===== src/rtl/ram_fifo_ctrl.sv =====
// ram_fifo_ctrl: drives a registered-read RAM as a first-word-fall-through FIFO.
// Words are written into the RAM. They are read back into a two-entry output
// buffer. The buffer hides the one-cycle RAM read latency, so one word can pop
// every cycle.
`timescale 1ns/1ps

module ram_fifo_ctrl #(
    parameter int DATA_WIDTH = 6,
    parameter int DEPTH      = 8,
    parameter int PTR_WIDTH  = 3,
    parameter int RAM_AW     = 6
) (
    input  logic                  clk,
    input  logic                  rst_n,
    input  logic                  in_valid,
    output logic                  in_ready,
    input  logic [DATA_WIDTH-1:0] in_data,
    output logic                  out_valid,
    input  logic                  out_ready,
    output logic [DATA_WIDTH-1:0] out_data,
    output logic [3:0]            level,
    output logic                  ram_write_en,
    output logic [RAM_AW-1:0]     ram_write_addr,
    output logic [DATA_WIDTH-1:0] ram_write_data,
    output logic                  ram_read_en,
    output logic [RAM_AW-1:0]     ram_read_addr,
    input  logic [DATA_WIDTH-1:0] ram_read_data
);

    localparam logic [PTR_WIDTH:0] RAM_FULL = (PTR_WIDTH+1)'(DEPTH);

    // Registered state
    logic [PTR_WIDTH-1:0]  wr_ptr;
    logic [PTR_WIDTH-1:0]  rd_ptr;
    logic [PTR_WIDTH:0]    ram_cnt;   // words in the RAM not yet read out
    logic                  rd_pend;   // read issued last cycle, data on ram_read_data now
    logic [1:0]            obuf_cnt;
    logic [DATA_WIDTH-1:0] obuf_head;
    logic [DATA_WIDTH-1:0] obuf_tail;
    logic [3:0]            level_q;

    // Per-cycle events and next-state values
    logic                  push;
    logic                  pop;
    logic                  issue;
    logic                  capture;
    logic [PTR_WIDTH:0]    ram_cnt_nx;
    logic [1:0]            obuf_cnt_nx;
    logic [3:0]            level_nx;
    logic [2:0]            obuf_after;

    // Handshakes, RAM strobes and next counts; all outputs are forced low while in reset
    always_comb begin
        in_ready       = rst_n && (ram_cnt != RAM_FULL);
        out_valid      = rst_n && (obuf_cnt != 2'd0);
        out_data       = out_valid ? obuf_head : '0;
        level          = rst_n ? level_q : 4'd0;

        push           = in_valid && in_ready;
        pop            = out_valid && out_ready;
        capture        = rd_pend;

        // A read may only start if the word it returns will have a buffer slot.
        // That slot may be one freed by this cycle's pop.
        obuf_after     = 3'(obuf_cnt) + 3'(rd_pend);
        issue          = rst_n && (ram_cnt != '0) && (obuf_after < (3'd2 + 3'(pop)));

        ram_write_en   = push;
        ram_write_addr = rst_n ? RAM_AW'(wr_ptr) : '0;
        ram_write_data = rst_n ? in_data : '0;
        ram_read_en    = issue;
        ram_read_addr  = rst_n ? RAM_AW'(rd_ptr) : '0;

        ram_cnt_nx     = ram_cnt + (PTR_WIDTH+1)'(push) - (PTR_WIDTH+1)'(issue);
        obuf_cnt_nx    = obuf_cnt + 2'(capture) - 2'(pop);
        level_nx       = 4'(ram_cnt_nx) + 4'(issue) + 4'(obuf_cnt_nx);
    end

    // Pointer, counter and output-buffer update; reset discards everything, including in-flight read data
    always_ff @(posedge clk) begin
        if (!rst_n) begin
            wr_ptr    <= '0;
            rd_ptr    <= '0;
            ram_cnt   <= '0;
            rd_pend   <= 1'b0;
            obuf_cnt  <= 2'd0;
            obuf_head <= '0;
            obuf_tail <= '0;
            level_q   <= 4'd0;
        end else begin
            if (push) begin
                wr_ptr <= wr_ptr + PTR_WIDTH'(1);
            end
            if (issue) begin
                rd_ptr <= rd_ptr + PTR_WIDTH'(1);
            end
            ram_cnt  <= ram_cnt_nx;
            rd_pend  <= issue;
            obuf_cnt <= obuf_cnt_nx;
            level_q  <= level_nx;

            // The head always holds the oldest word; the tail is only used when two are held
            case ({capture, pop})
                2'b11: begin
                    if (obuf_cnt == 2'd2) begin
                        obuf_head <= obuf_tail;
                        obuf_tail <= ram_read_data;
                    end else begin
                        obuf_head <= ram_read_data;
                    end
                end
                2'b10: begin
                    if (obuf_cnt == 2'd0) begin
                        obuf_head <= ram_read_data;
                    end else begin
                        obuf_tail <= ram_read_data;
                    end
                end
                2'b01: begin
                    obuf_head <= obuf_tail;
                end
                default: begin
                end
            endcase
        end
    end

endmodule


===== config.mk =====
export PLATFORM = sky130hd
export DESIGN_NAME = ram_fifo_ctrl
export DESIGN_NICKNAME = d
export VERILOG_FILES = /design/src/rtl/ram_fifo_ctrl.sv
export SDC_FILE = /design/constraint.sdc
export NUM_CORES = 1
export LEC_CHECK = 0
export ABC_AREA = 1
export BUFFER_PORTS_ARGS = -buffer_cell sky130_fd_sc_hd__buf_2
export CAP_MARGIN = 5
export CORE_AREA = 3 3 84 86
export CTS_BUF_LIST = sky130_fd_sc_hd__clkbuf_16
export DETAILED_ROUTE_END_ITERATION = 16
export DIE_AREA = 0 0 87 89
export GPL_ROUTABILITY_DRIVEN = 1
export MAX_ROUTING_LAYER = met4
export PLACE_DENSITY = 0.46
export SYNTH_ARGS = -nofsm -noshare
export SYNTH_HDL_FRONTEND = slang
export SYNTH_SLANG_ARGS = --single-unit

===== constraint.sdc =====
create_clock -name clk -period 3.6 [get_ports clk]
set_input_delay 0.54 -clock clk [delete_from_list [all_inputs] [get_ports clk]]
set_output_delay 0.54 -clock clk [all_outputs]
set_load 0.02 [all_outputs]

==> impl_metrics.ini <==
[critical_path]
rr_startpoint = obuf_cnt[0]
crit_buf_inv = 3
cpLargestDelayFamily = adder cells
crit_path_start_kind = register
crit_type = reg -> reg
crit_path_max_incr_delay_ns = 0.49
critPathRequiredTime_ns = 3.77
setup.worst_path.start = obuf_cnt[0]
cp_slowest_cell = fa_1
crit_chain = ha_1, ha_1, nor2_1, nand2_1, inv_1, nand2_1, inv_1, ha_1, inv_1, ha_1, fa_1, ha_1, a21oi_1, or2_1, nor2_1, nor2_1
critPathMaxFanout = 5
worstSetupEndpointType = register
cp_common_cell = ha_1
arrival_ns = 3.28

[cells_and_area]
final_cell_area_sq_mm = 0.002241
drive_gt1_share_pct = 18.15
diodes = 0
area_growth_pct = 19.00
final_cell_mix = inv_1 (58), nand2_1 (53), buf_2 (41), nor2_1 (32), dfxtp_1 (29)
fillCellCount = 713
mostFrequentLayoutCell = inv_1
finalNetCount = 349
final_cells = 391

[floorplanning]
dieHeight_um = 89
die_w_um = 87
die_area_sq_mm = 0.007743
initial_utilization_pct = 29.66
pin_count = 48
core_area_sq_mm = 0.006350
rows = 29

[placement]
place_area_sq_mm = 0.002108
dp_cells = 384
hpwl_um = 3069
gp_congestion = 0.7861
portBuffers = 41
preCtsSetupSlack_ns = 0.3983

[synthesis]
synthCells = 273
synth_seq_cells = 29
syn_area_sq_mm = 0.001883
syn_area_per_cell_sq_um = 6.898
synthesis.yosys.warnings = 0
yosysUniqueCellTypes = 26
ys_seq_area_share_pct = 30.83

[route]
drt_iter0_drc = 51
vias = 1602
wl_um = 3939
viasPerCell = 4.097
post-route-drc-count = 0
ant_nets = 0
wire_per_inst_um = 10.07
drt-pass1-iter-count = 4

[clocking]
clock_sinks = 29
path_clk_slew_ns = 0.05
cts_root_buf = clkbuf_16
cts_max_level = 2
cts_buffer_depth = 2
clock_latency_ns = 0.27
cts_hold_buf = 0
cts_setup_buffers = 0
cts_tree = yes
cts_resized = 0
cts_buffers = 5

[grt]
track_usage_pct = 11.16
antenna_found_initial = 0
grt_overflow = 0
grt_pass1_wl_um = 6651
grt_max_degree = 23
grt_pass1_vias = 1478

[pwr]
pwr_density_cell_mw_per_mm2 = 822.0
p_leak_nw = 1.263
ir_drop_uv = 329.6

[sta]
fin_skew_ns = 0.004158
setup_viol = 0
maxSlewHeadroom_pct = 66.04
post-route-worst-setup-slack_ns = 0.4905
tightest_slew_ns = 0.5093
slew_violations = 0
rsz0062_at_grt = no
hold_viol = 0
max_freq_mhz = 321.6
tns_ns = 0
period_needed_ns = 3.110
fin_crit_sh_pct = 86.38

[min_path]
min_from = obuf_tail[0]
holdCritPathClass = reg -> reg

[outcome]
outcome = finished, final reports clean

[run]
maxCapViolCount = 0
==> registers in the layout (all words and copies together), names as in the netlist <==
signal / count
obuf_tail: 6
wr_ptr: 3
obuf_cnt: 2
ram_cnt: 4
rd_ptr: 3
obuf_head: 6
level_q: 4
capture: 1
==> area by class of cell <==
| cell class | count | area, sq um | share of cell area (%) |
|---|---|---|---|
| Sequential cell | 29 | 580.6 | 25.91 |
| Clock inverter | 2 | 7.507 | 0.3350 |
| Clock buffer | 5 | 125.1 | 5.583 |
| Tap cell | 77 | 96.34 | 4.299 |
| Inverter | 59 | 221.5 | 9.883 |
| Multi-Input combinational cell | 176 | 989.7 | 44.17 |
| Timing Repair Buffer | 43 | 220.2 | 9.827 |
==> cells by family (layout without fill, tap and decap cells) <==
family / count (synthesis) / in the layout / share of synthesized area (%)
compound gates: 46 / 46 / 12.89
fa+ha+maj: 19 / 19 / 13.82
other cells: 1 / 6 / 0.1991
simple gates: 99 / 99 / 21.86
xor+xnor: 6 / 6 / 2.791
buf+inv: 73 / 109 / 17.61
flops: 29 / 29 / 30.83
==> metrics by stage <==
stage | total power, W | hold WS (ns) | util (%)
detailed placement | 0.001488 | 0.4681 | 33.20
CTS | 0.001881 | 0.4756 | 35.29
global route | 0.002075 | 0.4966 | 35.29
floorplan | 0.001316 | 0.4441 | -
finish | 0.001842 | 0.4724 | 35.29
global placement | 0.001488 | 0.4631 | 33.20
==> worst min-delay path: stages (launching register included) <==
cell and delay, ns:
dfxtp_1 0.29, inv_1 0.07, a21oi_1 0.06
==> routing by layer <==
layer | vias to the layer above | share of wire, % | wire (um) | GRT usage (%)
met5 | - | 0 | 0 | -
met4 | 0 | 2.0 | 80 | 4.249
met2 | 32 | 44 | 1740 | 17.53
met3 | 6 | 4.3 | 169 | 1.935
met1 | 666 | 49 | 1949 | 14.33
li1 | 898 | - | - | -
==> cell usage after synthesis <==
cell type | count | share of area, %
nor3_4 | 1 | 0.86
dfxtp_1 | 29 | 31
nand2_1 | 53 | 11
o211ai_2 | 1 | 0.66
nor2_1 | 32 | 6.4
buf_6 | 4 | 2.4
a21oi_2 | 1 | 0.47
inv_1 | 57 | 11
o21ai_1 | 6 | 1.6
nor2_2 | 1 | 0.33
fa_1 | 3 | 3.2
conb_1 | 1 | 0.20
nand3_1 | 7 | 1.9
xnor2_1 | 2 | 0.93
a31oi_1 | 1 | 0.33
or2_1 | 1 | 0.33
nand4_1 | 1 | 0.33
buf_4 | 6 | 2.4
nand3_2 | 1 | 0.53
a21oi_1 | 18 | 4.8
ha_1 | 16 | 11
o21ai_0 | 19 | 5.0
nand2_2 | 2 | 0.66
xor2_1 | 4 | 1.9
buf_2 | 4 | 1.1
inv_2 | 2 | 0.40
==> final timing paths <==
check	end	slack, ns	cells after the start
setup / recovery	level_q[3]	0.49	16
hold / removal	obuf_tail[0]	0.47	2
setup reg to reg	level_q[3]	0.49	16
hold reg to reg	obuf_tail[0]	0.47	2
==> power by group <==
part | internal (W) | switching (W)
registers | 0.000447 | 0.0000593
clock network | 0.000246 | 0.000129
logic | 0.000354 | 0.000607
Note: power is estimated with default switching activity, not from simulation.
